==> src/rtl/mc_pricing_sequencer_if.sv <==
// Pin-level bundle between the Monte-Carlo pricing sequencer and its surroundings.
// The slave modport is the sequencer's view; the master modport is the chip-side/engine view.
interface mc_pricing_sequencer_if #(
  parameter int DW     = 12,
  parameter int NPARAM = 4,
  parameter int N      = 256,
  parameter int DAY    = 8
);
  logic [1:0]             mode;
  logic [DW-1:0]          in;
  logic                   in_valid;
  logic [NPARAM*DW-1:0]   param_bus;
  logic                   sobol_start;
  logic                   gen_start;
  logic                   pricing_start;
  logic                   gen_valid;
  logic [DW-1:0]          gen_path;
  logic                   pricing_valid;
  logic [DW-1:0]          price;
  logic                   resend_req;
  logic                   valid;
  logic [DW-1:0]          out;
  logic                   resend;
  logic [$clog2(N)-1:0]   path_idx;
  logic [$clog2(DAY)-1:0] day_idx;
  logic                   err;
  logic [2:0]             fsm_state;

  modport slave (
    input  mode, in, in_valid, gen_valid, gen_path, pricing_valid, price, resend_req,
    output param_bus, sobol_start, gen_start, pricing_start, valid, out, resend,
           path_idx, day_idx, err, fsm_state
  );

  modport master (
    output mode, in, in_valid, gen_valid, gen_path, pricing_valid, price, resend_req,
    input  param_bus, sobol_start, gen_start, pricing_start, valid, out, resend,
           path_idx, day_idx, err, fsm_state
  );
endinterface

==> src/rtl/mc_pricing_sequencer.sv <==
// Top-level control sequencer for the Monte-Carlo pricing flow: parameter capture,
// Sobol warm-up, path-generation gating, pricing hand-off and resend policing.
module mc_pricing_sequencer #(
  parameter int DW         = 12,
  parameter int DAY        = 8,
  parameter int N          = 256,
  parameter int WARMUP     = 2000,
  parameter int NPARAM     = 4,
  parameter int MAX_RESEND = 3
) (
  input logic                  clk,
  input logic                  rst_n,
  mc_pricing_sequencer_if.slave bus
);
  localparam int PW  = $clog2(N);
  localparam int DYW = $clog2(DAY);
  localparam int WW  = $clog2(WARMUP + 1);
  localparam int IW  = $clog2(NPARAM + 1);
  localparam int RW  = $clog2(MAX_RESEND + 2);

  typedef enum logic [2:0] {
    S_IDLE  = 3'd0,
    S_PARAM = 3'd1,
    S_WARM  = 3'd2,
    S_GEN   = 3'd3,
    S_PRICE = 3'd4,
    S_DONE  = 3'd5,
    S_ERR   = 3'd6
  } state_e;

  state_e               state_q, state_d;
  logic [IW-1:0]        idx_q, idx_d;
  logic [WW-1:0]        warm_q, warm_d;
  logic [DYW-1:0]       day_q, day_d;
  logic [PW-1:0]        path_q, path_d;
  logic [RW-1:0]        rcnt_q, rcnt_d;
  logic [NPARAM*DW-1:0] param_q, param_d;
  logic                 err_q, err_d;
  logic                 resend_q, resend_d;
  logic                 sobol_q, gen_q, pricing_q;
  logic                 abort_s;

  // Next-state and counter logic; abort (mode 0) outranks every state-specific rule.
  always_comb begin
    state_d  = state_q;
    idx_d    = idx_q;
    warm_d   = '0;
    day_d    = day_q;
    path_d   = path_q;
    rcnt_d   = rcnt_q;
    param_d  = param_q;
    err_d    = err_q;
    resend_d = 1'b0;
    abort_s  = (state_q != S_IDLE) && (bus.mode == 2'd0);
    if (abort_s) begin
      state_d = S_IDLE;
      idx_d   = '0;
      day_d   = '0;
      path_d  = '0;
      rcnt_d  = '0;
    end else begin
      case (state_q)
        S_IDLE: begin
          if (bus.mode == 2'd1) begin
            state_d = S_PARAM;
            idx_d   = '0;
            err_d   = 1'b0;
          end else begin
            state_d = S_IDLE;
          end
        end
        S_PARAM: begin
          // Words beyond NPARAM-1 are dropped; the index saturates at NPARAM.
          if (bus.in_valid && (idx_q < IW'(NPARAM))) begin
            param_d[int'(idx_q)*DW +: DW] = bus.in;
            idx_d = idx_q + 1'b1;
          end else begin
            idx_d = idx_q;
          end
          if (bus.mode == 2'd2) begin
            state_d = S_WARM;
          end else begin
            state_d = S_PARAM;
          end
        end
        S_WARM: begin
          if (warm_q == WW'(WARMUP - 1)) begin
            state_d = S_GEN;
          end else begin
            warm_d = warm_q + 1'b1;
          end
        end
        S_GEN: begin
          if (bus.mode == 2'd3) begin
            state_d = S_PRICE;
            day_d   = '0;
            path_d  = '0;
            rcnt_d  = '0;
          end else if (bus.gen_valid) begin
            if (day_q == DYW'(DAY - 1)) begin
              day_d  = '0;
              path_d = (path_q == PW'(N - 1)) ? '0 : path_q + 1'b1;
            end else begin
              day_d = day_q + 1'b1;
            end
          end else begin
            day_d = day_q;
          end
        end
        S_PRICE: begin
          if (bus.pricing_valid) begin
            state_d = S_DONE;
          end else if (bus.resend_req) begin
            resend_d = 1'b1;
            rcnt_d   = rcnt_q + 1'b1;
            if (rcnt_q == RW'(MAX_RESEND)) begin
              state_d = S_ERR;
              err_d   = 1'b1;
            end else begin
              state_d = S_PRICE;
            end
          end else begin
            state_d = S_PRICE;
          end
        end
        S_DONE, S_ERR: state_d = state_q;
        default:       state_d = S_IDLE;
      endcase
    end
  end

  // State, counters and the level enables, all derived from the next state.
  always_ff @(posedge clk or negedge rst_n) begin
    if (!rst_n) begin
      state_q   <= S_IDLE;
      idx_q     <= '0;
      warm_q    <= '0;
      day_q     <= '0;
      path_q    <= '0;
      rcnt_q    <= '0;
      param_q   <= '0;
      err_q     <= 1'b0;
      resend_q  <= 1'b0;
      sobol_q   <= 1'b0;
      gen_q     <= 1'b0;
      pricing_q <= 1'b0;
    end else begin
      state_q   <= state_d;
      idx_q     <= idx_d;
      warm_q    <= warm_d;
      day_q     <= day_d;
      path_q    <= path_d;
      rcnt_q    <= rcnt_d;
      param_q   <= param_d;
      err_q     <= err_d;
      resend_q  <= resend_d;
      sobol_q   <= (state_d == S_WARM) || (state_d == S_GEN) || (state_d == S_PRICE);
      gen_q     <= (state_d == S_GEN);
      pricing_q <= (state_d == S_PRICE);
    end
  end

  // Result mux is zero-latency so samples reach the pricing engine in the same cycle.
  assign bus.valid = ((state_q == S_GEN) && bus.gen_valid) ||
                     ((state_q == S_PRICE) && bus.pricing_valid);
  assign bus.out   = ((state_q == S_GEN) && bus.gen_valid)       ? bus.gen_path :
                     ((state_q == S_PRICE) && bus.pricing_valid) ? bus.price    : '0;

  assign bus.param_bus     = param_q;
  assign bus.sobol_start   = sobol_q;
  assign bus.gen_start     = gen_q;
  assign bus.pricing_start = pricing_q;
  assign bus.resend        = resend_q;
  assign bus.path_idx      = path_q;
  assign bus.day_idx       = day_q;
  assign bus.err           = err_q;
  assign bus.fsm_state     = state_q;
endmodule

==> src/flat_wrapper.sv <==
// flat-port wrapper written by rule: the top's interface ports become plain ports
module mc_pricing_sequencer_flat 
#(
  parameter int DW         = 12,
  parameter int DAY        = 8,
  parameter int N          = 256,
  parameter int WARMUP     = 2000,
  parameter int NPARAM     = 4,
  parameter int MAX_RESEND = 3
)
  (clk, rst_n, bus_mode, bus_in, bus_in_valid, bus_gen_valid, bus_gen_path, bus_pricing_valid, bus_price, bus_resend_req, bus_param_bus, bus_sobol_start, bus_gen_start, bus_pricing_start, bus_valid, bus_out, bus_resend, bus_path_idx, bus_day_idx, bus_err, bus_fsm_state);
  mc_pricing_sequencer_if #(.DW(DW), .NPARAM(NPARAM), .N(N), .DAY(DAY)) bus_i ();
  input logic clk;
  input logic rst_n;
  input wire logic [$bits(bus_i.mode)-1:0] bus_mode;
  input wire logic [$bits(bus_i.in)-1:0] bus_in;
  input wire logic [$bits(bus_i.in_valid)-1:0] bus_in_valid;
  input wire logic [$bits(bus_i.gen_valid)-1:0] bus_gen_valid;
  input wire logic [$bits(bus_i.gen_path)-1:0] bus_gen_path;
  input wire logic [$bits(bus_i.pricing_valid)-1:0] bus_pricing_valid;
  input wire logic [$bits(bus_i.price)-1:0] bus_price;
  input wire logic [$bits(bus_i.resend_req)-1:0] bus_resend_req;
  output wire logic [$bits(bus_i.param_bus)-1:0] bus_param_bus;
  output wire logic [$bits(bus_i.sobol_start)-1:0] bus_sobol_start;
  output wire logic [$bits(bus_i.gen_start)-1:0] bus_gen_start;
  output wire logic [$bits(bus_i.pricing_start)-1:0] bus_pricing_start;
  output wire logic [$bits(bus_i.valid)-1:0] bus_valid;
  output wire logic [$bits(bus_i.out)-1:0] bus_out;
  output wire logic [$bits(bus_i.resend)-1:0] bus_resend;
  output wire logic [$bits(bus_i.path_idx)-1:0] bus_path_idx;
  output wire logic [$bits(bus_i.day_idx)-1:0] bus_day_idx;
  output wire logic [$bits(bus_i.err)-1:0] bus_err;
  output wire logic [$bits(bus_i.fsm_state)-1:0] bus_fsm_state;
  assign bus_i.mode = bus_mode;
  assign bus_i.in = bus_in;
  assign bus_i.in_valid = bus_in_valid;
  assign bus_i.gen_valid = bus_gen_valid;
  assign bus_i.gen_path = bus_gen_path;
  assign bus_i.pricing_valid = bus_pricing_valid;
  assign bus_i.price = bus_price;
  assign bus_i.resend_req = bus_resend_req;
  assign bus_param_bus = bus_i.param_bus;
  assign bus_sobol_start = bus_i.sobol_start;
  assign bus_gen_start = bus_i.gen_start;
  assign bus_pricing_start = bus_i.pricing_start;
  assign bus_valid = bus_i.valid;
  assign bus_out = bus_i.out;
  assign bus_resend = bus_i.resend;
  assign bus_path_idx = bus_i.path_idx;
  assign bus_day_idx = bus_i.day_idx;
  assign bus_err = bus_i.err;
  assign bus_fsm_state = bus_i.fsm_state;
  mc_pricing_sequencer #(.DW(DW), .DAY(DAY), .N(N), .WARMUP(WARMUP), .NPARAM(NPARAM), .MAX_RESEND(MAX_RESEND)) u_core (.clk(clk), .rst_n(rst_n), .bus(bus_i));
endmodule
==> config.mk <==
export PLATFORM = sky130hd
export DESIGN_NAME = mc_pricing_sequencer_flat
export DESIGN_NICKNAME = d
export VERILOG_FILES = /design/src/rtl/mc_pricing_sequencer_if.sv /design/src/rtl/mc_pricing_sequencer.sv /design/src/flat_wrapper.sv
export SDC_FILE = /design/constraint.sdc
export NUM_CORES = 1
export LEC_CHECK = 0
export ABC_AREA = 1
export ABC_CLOCK_PERIOD_IN_PS = 6400
export CORE_MARGIN = 2
export CORE_UTILIZATION = 56
export CTS_BUF_LIST = sky130_fd_sc_hd__clkbuf_8
export CTS_CLUSTER_SIZE = 12
export DETAILED_ROUTE_END_ITERATION = 7
export GPL_ROUTABILITY_DRIVEN = 0
export PLACE_DENSITY = 0.88
export SETUP_SLACK_MARGIN = 0.05
export SYNTH_ARGS = -nofsm -noshare
export SYNTH_HDL_FRONTEND = slang
export SYNTH_SLANG_ARGS = --single-unit
==> constraint.sdc <==
create_clock -name clk -period 6.4 [get_ports clk]
set_input_delay 1.92 -clock clk [delete_from_list [all_inputs] [get_ports clk]]
set_output_delay 1.92 -clock clk [all_outputs]
set_load 0.005 [all_outputs]
==> impl_metrics.tcl, run 1 <==
set metrics [dict create \
    overflow 0 \
    whs_ns 0.4783 \
    finalSetupTns_ns 0 \
    worst_r2r_startpoint "u_core.idx_q[0]" \
    worstSetupStartpoint "bus_pricing_valid" \
    synthFlopType "dfrtp_1" \
    antenna_found_initial 0 \
    mostFrequentLayoutCells "nand2_1, clkdlybuf4s50_1, dfrtp_1" \
    fin_area_sq_um 6885 \
    dieArea_sq_um 10440 \
    p_total_mw 3.013 \
    firstDrtPassIters 5 \
    syn2layout_area_growth_pct 27.59 \
    hp-start "u_core.bus.param_bus[9]" \
    grt_use_total 0.2848 \
    dpl.hpwl_mm 10.73 \
    p_leak_nw 3.379 \
    final.min_clock_period_ns 5.382 \
    synth_area_per_cell_sq_um 7.392 \
    drtAntennaViolNets 0 \
    diodes 0 \
    drc 0 \
    viasPerCell 5.465 \
    fin_crit_sh 0.8409 \
    slew_headroom 0.3186 \
    cts_buffer_depth 2 \
    num-nets-final 904 \
    drv_slew 0 \
    ys_seq_area_frac 0.3895 \
    powerDensity_nw_per_um2 437.5 \
    vias 5367 \
    worst_slack_ns 1.018 \
    htreeDepth 3 \
    ys_ff_latch 84 \
    core_area_sq_um 9284 \
    ir_drop_uv 262.2 \
    grt_max_degree 85 \
    post_cts_buffers 0 \
    die_h_um 102.2 \
    start_util 0.5813 \
    worst_slew_pin_slew_ns 1.022 \
    die_w_um 102.2 \
    root_buffer "clkbuf_8" \
    min_path_type "flop to flop" \
    cts_resized 0 \
    cts_tree "done" \
    startpoint_type "primary input" \
    numCtsBuffers 9 \
    ys_warn_count 0 \
    arrival_ns 3.46 \
    worstPathRequired_ns 4.48 \
    max-cap-violations 0 \
    place_ws_ns 1.024 \
    clk_pin_slew_worst_paths_ns 0.07 \
    io_buffers 123 \
    max_freq_ghz 0.1858 \
    grt_pass1_vias 5282 \
    clock-sinks 84 \
    routed_wl_mm 14.08 \
    wl_per_cell_um 14.33 \
    status "complete, no violations" \
    path_max_fanout 15 \
    final_common_cell "nand2_1" \
    cts_hold_buf 0 \
    synth-edff-count 0 \
    synth_area_sq_um 5396 \
    setup_viol 0 \
    finalClockSkew_ns 0.009838 \
    synthDistinctLibCells 48 \
    synthCells 730 \
    clk_latency_ns 0.36 \
    finalHoldViolCount 0 \
    fillers 717 \
    num_rows 35 \
    worstSetupEndpointType "output port" \
    grt_pass1_wl_mm 23.56 \
    rsz0062_at_grt "false" \
    criticalPathCategory "primary input to output port" \
    drive_above_1_share 0.08910 \
    ys_async_sr_fraction 1.000 \
    ios 124 \
    placed_area_sq_um 6671 \
    synth.net_count 786 \
    drt_iter0_markers 333 \
]
-- state kept, by name, summed over array words and instances (netlist names) --
name / flops
u_core.idx_q: 3
u_core.rcnt_q: 3
u_core.bus.gen_start: 1
u_core.bus.param_bus: 48
u_core.bus.pricing_start: 1
u_core.bus.day_idx: 3
u_core.bus.err: 1
u_core.bus.resend: 1
u_core.bus.path_idx: 8
u_core.bus.sobol_start: 1
u_core.bus.fsm_state: 3
u_core.warm_q: 11
-- stage by stage --
| step | util | std cells |
|---|---|---|
| finish | 0.7416 | 982 |
| detailed placement | 0.7186 | 966 |
| CTS | 0.7416 | 982 |
| floorplan | - | 730 |
| global route | 0.7416 | 982 |
| global placement | 0.7186 | 966 |
-- power by group --
part           internal [mW]  leakage [nW]  total, mW  switching (mW)
sequential             0.676          1.09      0.814           0.138
clock                  0.218         0.111      0.412           0.194
combinational          0.664          2.18       1.79            1.12
total                   1.56          3.38       3.01            1.45
-- per-layer routing --
layer  track usage  vias to the layer above  part of all wire
met1        0.3372                     2443              0.39
li1              -                     2575                 -
met3       0.05746                       58             0.081
met2        0.5040                      291              0.49
met4        0.1210                        0             0.037
met5             0                        -                 0
-- logic make-up (layout without fill, tap and decap cells) --
| family | Yosys count | count (layout) | synth area share |
|---|---|---|---|
| compound gates | 89 | 89 | 0.09297 |
| xor+xnor | 3 | 3 | 0.004870 |
| fa+ha+maj | 12 | 12 | 0.02921 |
| buf+inv | 111 | 234 | 0.08973 |
| flops | 84 | 84 | 0.3895 |
| mux | 2 | 2 | 0.003710 |
| simple gates | 429 | 429 | 0.3900 |
-- path summary, 6_finish.rpt --
check | endpoint | slack [ns] | cells after the start
min in group asynchronous | u_core.bus.param_bus[17] | 1.71 | 1
setup / recovery | bus_out[10] | 1.02 | 4
hold / removal | u_core.bus.param_bus[9] | 0.48 | 2
setup reg to reg | u_core.bus.param_bus[4] | 2.65 | 13
hold reg to reg | u_core.bus.param_bus[9] | 0.48 | 2
max in group asynchronous | u_core.bus.sobol_start | 4.01 | 1
-- Yosys cell counts (2+ instances only) --
cell / count / area (sq um)
nand2_4: 4 / 45.04
nor3_2: 2 / 20.02
nor2_8: 3 / 60.06
dfrtp_1: 84 / 2102
buf_2: 5 / 25.02
inv_2: 8 / 30.03
nand3b_1: 10 / 75.07
nor3_4: 2 / 32.53
o31ai_1: 2 / 15.01
o21a_1: 6 / 45.04
buf_6: 5 / 56.30
nor2_1: 75 / 281.5
nand3_1: 60 / 300.3
nand2_2: 11 / 68.82
ha_1: 11 / 137.6
o22ai_1: 4 / 25.02
nand3_4: 5 / 87.58
clkinv_1: 2 / 7.510
buf_4: 3 / 22.52
inv_1: 81 / 304.0
nor3_1: 11 / 55.05
nand4_2: 2 / 25.02
nor2_2: 6 / 37.54
xor2_1: 3 / 26.28
nand2_8: 2 / 40.04
inv_4: 3 / 18.77
nor2_4: 4 / 45.04
nand2_1: 213 / 799.5
a21oi_1: 28 / 140.1
o21ai_1: 7 / 35.03
clkbuf_1: 3 / 11.26
nand4_1: 12 / 75.07
nand3_2: 3 / 30.03
mux2i_1: 2 / 20.02
o21ai_0: 35 / 175.2
-- cell type report --
| type | count | area [sq um] | share of cell area |
|---|---|---|---|
| clock inverter | 7 | 90.09 | 0.01308 |
| clock buffer | 9 | 123.9 | 0.01799 |
| tap | 129 | 161.4 | 0.02344 |
| sequential | 84 | 2102 | 0.3053 |
| inverter | 95 | 369.1 | 0.05361 |
| timing repair buffer | 123 | 1229 | 0.1784 |
| multi-input combinational | 535 | 2810 | 0.4081 |
-- worst max-delay path: stages --
cell and delay (ns):
clkdlybuf4s50_1 0.78, nand3_1 0.15, nand2_1 0.10, clkdlybuf4s50_1 0.51
Power figures use the tool's default switching activity.
==> run 2: changes to the inputs <==
--- a/config.mk
+++ b/config.mk
@@ -6,14 +6,14 @@
 export NUM_CORES = 1
 export LEC_CHECK = 0
 export ABC_AREA = 1
-export ABC_CLOCK_PERIOD_IN_PS = 6400
+export ABC_CLOCK_PERIOD_IN_PS = 4700
 export CORE_MARGIN = 2
-export CORE_UTILIZATION = 56
+export CORE_UTILIZATION = 47
 export CTS_BUF_LIST = sky130_fd_sc_hd__clkbuf_8
 export CTS_CLUSTER_SIZE = 12
 export DETAILED_ROUTE_END_ITERATION = 7
 export GPL_ROUTABILITY_DRIVEN = 0
-export PLACE_DENSITY = 0.88
+export PLACE_DENSITY = 0.79
 export SETUP_SLACK_MARGIN = 0.05
 export SYNTH_ARGS = -nofsm -noshare
 export SYNTH_HDL_FRONTEND = slang
==> constraint.sdc (replaced) <==
create_clock -name clk -period 4.7 [get_ports clk]
set_input_delay 1.41 -clock clk [delete_from_list [all_inputs] [get_ports clk]]
set_output_delay 1.41 -clock clk [all_outputs]
set_load 0.005 [all_outputs]
==> impl_metrics.tcl, run 2 (synthesis gave the netlist of run 1 again) <==
set metrics [dict create \
    min_path_type "flop to flop" \
    drtAntennaViolNets 0 \
    startpoint_type "primary input" \
    largest_reg_flops 48 \
    multiInputGateArea_sq_um 2810 \
    post_cts_buffers 0 \
    mostFrequentLayoutCells "nand2_1, clkdlybuf4s50_1, dfrtp_1" \
    max_freq_ghz 0.2281 \
    finalSetupTns_ns 0 \
    num_rows 39 \
    regArea_sq_um 2102 \
    clock-sinks 84 \
    dpl.hpwl_mm 10.18 \
    htreeDepth 3 \
    finalHoldViolCount 0 \
    cts_resized 0 \
    core_area_sq_um 11320 \
    cts_tree "done" \
    die_h_um 111.2 \
    arrival_ns 2.97 \
    overflow 0 \
    cts_hold_buf 0 \
    grt_max_degree 75 \
    drv_slew 0 \
    diodes 0 \
    slew_headroom 0.3812 \
    drt_iter0_markers 267 \
    syn2layout_area_growth_pct 27.96 \
    cell_internal_pwr_mw 2.101 \
    num-nets-final 906 \
    wl_per_cell_um 13.48 \
    status "complete, no violations" \
    routed_wl_mm 13.46 \
    worstPathRequired_ns 3.29 \
    p_comb_frac 0.605 \
    worstSetupEndpointType "output port" \
    rsz0062_at_grt "false" \
    antenna_found_initial 0 \
    drc 0 \
    firstDrtPassIters 6 \
    p_seq_frac 0.264 \
    clockPowerShare 0.131 \
    path_max_fanout 15 \
    root_buffer "clkbuf_8" \
    cts_buffer_depth 2 \
    criticalPathCategory "primary input to output port" \
    p_total_mw 4.063 \
    worst_slack_ns 0.3155 \
    setup_viol 0 \
    worst_slew_pin_slew_ns 0.9282 \
    io_buffers 123 \
    fillers 1039 \
    clk_pin_slew_worst_paths_ns 0.08 \
    grt_pass1_wl_mm 22.55 \
    ir_drop_uv 309.9 \
    final_common_cell "nand2_1" \
    max-cap-violations 0 \
    ios 124 \
    p_leak_nw 3.387 \
    start_util 0.4767 \
    dieArea_sq_um 12350 \
    grt_pass1_vias 4876 \
    switching_power_mw 1.962 \
    place_ws_ns 0.3227 \
    grt_use_total 0.2220 \
    final.min_clock_period_ns 4.384 \
    fin_crit_sh 0.9329 \
    numCtsBuffers 9 \
    vias 5156 \
    die_w_um 111.2 \
    viasPerCell 5.166 \
    clk_latency_ns 0.36 \
    drive_above_1_share 0.09240 \
    finalClockSkew_ns 0.004779 \
    powerDensity_nw_per_um2 588.3 \
    swShare 0.4829 \
]
==> run 2: changes by cell type in the layout (fill, tap and decap cells not counted), sizes merged <==
cell,change
buf,+2
clkinv,+2
clkinvlp,-1
bufinv,-1
inv,-2
clkbuf,+2
==> run 2: layout make-up <==
class | count | area share
Clock buffer | 11 | 0.02192
Clock inverter | 5 | 0.007248
Inverter | 95 | 0.05345
Multi-Input combinational cell | 535 | 0.4070
Sequential cell | 84 | 0.3044
Tap cell | 143 | 0.02591
Timing Repair Buffer | 125 | 0.1801
==> run 2: worst max-delay path, stage by stage <==
cell             delay (ns)
clkdlybuf4s50_1        0.82
nand3_1                0.15
nand2_1                0.09
clkdlybuf4s50_1        0.50
==> run 2: layer usage <==
metal	up-vias	track usage	share of wire
met4	0	0.06749	0.019
met1	2318	0.2938	0.44
met3	24	0.06069	0.089
li1	2584	-	-
met5	-	0	0
met2	230	0.3579	0.45
==> run 2: worst paths after layout <==
path,slack (ns),to,cells after the start,from
max,0.32,bus_out[2],4,bus_pricing_valid
min,0.47,u_core.bus.param_bus[19],2,u_core.bus.param_bus[19]
max reg2reg,1.20,u_core.bus.param_bus[4],14,u_core.idx_q[0]
min reg2reg,0.47,u_core.bus.param_bus[19],2,u_core.bus.param_bus[19]
max in group asynchronous,2.83,u_core.bus.param_bus[34],2,rst_n
min in group asynchronous,1.16,u_core.bus.param_bus[14],1,rst_n
==> run 2: power groups by stage <==
stage | logic [mW] | registers (mW) | clock network [mW]
5_1_grt | 2.70 | 1.10 | 0.571
2_1_floorplan | 1.66 | 1.08 | 0
4_1_cts | 2.43 | 1.08 | 0.543
3_5_place_dp | 2.41 | 1.09 | 0
6_report | 2.46 | 1.07 | 0.531
3_3_place_gp | 2.38 | 1.09 | 0
==> run 2: through the flow <==
| step | instance area [sq um] | instances | hold WS, ns | util |
|---|---|---|---|---|
| final | 6905 | 998 | 0.4739 | 0.6100 |
| after global routing | 6905 | 998 | 0.5050 | 0.6100 |
| after CTS | 6905 | 998 | 0.4798 | 0.6100 |
| after detailed placement | 6704 | 982 | 0.4602 | 0.5922 |
| after global placement | 6704 | 982 | 0.4556 | 0.5922 |
| after floorplan | 5396 | 730 | 0.4569 | - |
==> run 3: changes to the inputs <==
--- a/config.mk
+++ b/config.mk
@@ -5,10 +5,9 @@
 export SDC_FILE = /design/constraint.sdc
 export NUM_CORES = 1
 export LEC_CHECK = 0
-export ABC_AREA = 1
 export ABC_CLOCK_PERIOD_IN_PS = 4700
-export CORE_MARGIN = 2
-export CORE_UTILIZATION = 47
+export CORE_MARGIN = 4
+export CORE_UTILIZATION = 46
 export CTS_BUF_LIST = sky130_fd_sc_hd__clkbuf_8
 export CTS_CLUSTER_SIZE = 12
 export DETAILED_ROUTE_END_ITERATION = 7
==> constraint.sdc (replaced) <==
create_clock -name clk -period 4.7 [get_ports clk]
set_input_delay 0.47 -clock clk [delete_from_list [all_inputs] [get_ports clk]]
set_output_delay 0.47 -clock clk [all_outputs]
set_load 0.005 [all_outputs]
==> impl_metrics.tcl, run 3 <==
set metrics [dict create \
    die_h_um 111.7 \
    p_total_mw 3.173 \
    ys_async_sr_fraction 1.000 \
    cts_resized 0 \
    fin_area_sq_um 6422 \
    clk_latency_ns 0.37 \
    cts_buffer_depth 2 \
    routed_wl_mm 12.98 \
    finalSetupTns_ns 0 \
    drive_above_1_share 0.1256 \
    num_rows 37 \
    synth_area_per_cell_sq_um 9.794 \
    synth_area_sq_um 4946 \
    path_max_fanout 22 \
    ys_seq_area_frac 0.4250 \
    drt_iter0_markers 252 \
    p_leak_nw 2.803 \
    p_seq_frac 0.316 \
    overflow 0 \
    clockPowerShare 0.150 \
    die_w_um 111.7 \
    reg2reg_slack_ns 0.81 \
    mostFrequentLayoutCells "clkdlybuf4s50_1, dfrtp_1, nand2_1" \
    firstDrtPassIters 5 \
    root_buffer "clkbuf_8" \
    arrival_ns 4.15 \
    synthDistinctLibCells 72 \
    synth_top_cell_area_share 0.4250 \
    worstSetupEndpointType "flop" \
    grt_max_degree 85 \
    final_common_cell "clkdlybuf4s50_1" \
    diodes 0 \
    cts_hold_buf 0 \
    antenna_found_initial 0 \
    synthCells 505 \
    synthTopCellsByCount "dfrtp_1, nand2_1, nor2_1" \
    htreeDepth 3 \
    cell_internal_pwr_mw 1.829 \
    placed_area_sq_um 6246 \
    powerDensity_nw_per_um2 494.1 \
    final.min_clock_period_ns 3.894 \
    setup_viol 0 \
    drc 0 \
    viasPerCell 5.810 \
    yosysMostFrequentCell "dfrtp_1" \
    switching_power_mw 1.344 \
    clk_pin_slew_worst_paths_ns 0.09 \
    worst_slack_ns 0.8060 \
    wl_per_cell_um 17.14 \
    max_freq_ghz 0.2568 \
    synth.net_count 561 \
    grt_pass1_vias 4428 \
    ios 124 \
    rsz0062_at_grt "false" \
    yosysTopAreaCell "dfrtp_1" \
    criticalPathCategory "flop to flop" \
    synthFlopType "dfrtp_1" \
    worstPathRequired_ns 4.96 \
    worst_slew_pin_slew_ns 1.043 \
    cts_tree "done" \
    max-cap-violations 0 \
    fin_crit_sh 0.8285 \
    dieArea_sq_um 12470 \
    min_path_type "primary input to async pin" \
    crit_end "u_core.bus.param_bus[9]" \
    ys_ff_latch 84 \
    swShare 0.4235 \
    synthTopCellsByArea "dfrtp_1, mux2_2, a22o_1" \
    post_cts_buffers 0 \
    drv_slew 0 \
    io_buffers 123 \
    whs_ns 0.2670 \
    synth-edff-count 0 \
    clock-sinks 84 \
    reg2regPathDepth 9 \
    status "complete, no violations" \
    numCtsBuffers 9 \
    ir_drop_uv 256.0 \
    core_area_sq_um 10420 \
    rr_endpoint "u_core.bus.param_bus[9]" \
    grt_pass1_wl_mm 21.46 \
    worstSetupStartpoint "u_core.idx_q[2]" \
    drtAntennaViolNets 0 \
    vias 4398 \
    worst_r2r_startpoint "u_core.idx_q[2]" \
    place_ws_ns 0.8038 \
    largest_reg_flops 48 \
    finalHoldViolCount 0 \
    start_util 0.4748 \
    slew_headroom 0.3047 \
    p_comb_frac 0.534 \
    finalClockSkew_ns 0.01305 \
    grt_use_total 0.2089 \
    startpoint_type "flop" \
    dpl.hpwl_mm 9.841 \
    syn2layout_area_growth_pct 29.85 \
    num-nets-final 672 \
    ys_warn_count 0 \
]
==> run 3: cell types whose count changed in the layout (fill, tap and decap cells not counted), moves of 22 or more <==
| cell | delta |
|---|---|
| nand2_1 | -162 |
| inv_1 | -65 |
| nand3_1 | -45 |
| mux2_2 | +39 |
| nor2_1 | -30 |
| a22o_1 | +22 |
==> run 3: worst min path at each step <==
stage                                   startpoint                  endpoint  slack [ns]  cells past startpoint
final                                        rst_n  u_core.bus.param_bus[44]        0.27                      1
after global routing                         rst_n  u_core.bus.param_bus[44]        0.38                      1
after CTS                                    rst_n  u_core.bus.param_bus[12]        0.33                      1
after detailed placement          u_core.warm_q[0]          u_core.warm_q[0]        0.48                      1
after global placement    u_core.bus.param_bus[41]  u_core.bus.param_bus[41]        0.48                      1
after floorplan                              rst_n     u_core.bus.day_idx[0]        0.17                      0
==> run 3: power by group through the flow <==
stage	clock network, mW	registers, mW	logic, mW
after floorplan	0	0.969	1.14
after global placement	0	1.01	1.63
after detailed placement	0	1.02	1.68
after CTS	0.483	1.00	1.69
after global routing	0.515	1.03	1.86
final	0.475	1.00	1.70
==> run 3: critical path, cell delays in order (launching register included) <==
cell	delay (ns)
dfrtp_1	0.67
fa_1	0.75
xnor2_2	0.25
and3b_1	0.23
ha_1	0.33
and2_1	0.16
nand4_2	0.23
nor3b_4	0.52
a21o_1	0.28
mux2_2	0.36
==> run 3: per-layer routing <==
metal  up-vias  GRT usage  part of all wire
li1       2063          -                 -
met1      2096     0.2577              0.40
met2       217     0.3569              0.50
met3        22    0.05217             0.082
met4         0    0.07137             0.016
met5         -          0                 0
==> run 3: area by class of cell <==
type,instances,area (sq um)
clock buffers,9,123.9
flip-flops and latches,84,2102
multi-input cells,379,2666
well taps,136,170.2
fillers,870,3994
inverters,17,63.81
clock inverters,7,52.55
repair buffers,125,1244
==> run 3: through the flow <==
| step | std cells | util |
|---|---|---|
| after detailed placement | 741 | 0.5996 |
| final | 757 | 0.6166 |
| after global routing | 757 | 0.6166 |
| after floorplan | 505 | - |
| after global placement | 741 | 0.5996 |
| after CTS | 757 | 0.6166 |
==> run 3: cell families (layout without fill, tap and decap cells) <==
family | count (synthesis) | after routing | share of synthesized area
and+or+nand+nor | 173 | 173 | 0.1804
AOI/OAI and AO/OA | 124 | 124 | 0.1748
DFF | 84 | 84 | 0.4250
muxes | 58 | 58 | 0.1293
buffers and inverters | 42 | 158 | 0.03592
adders and majority gates | 12 | 12 | 0.03187
xor gates and xnor gates | 12 | 12 | 0.02277
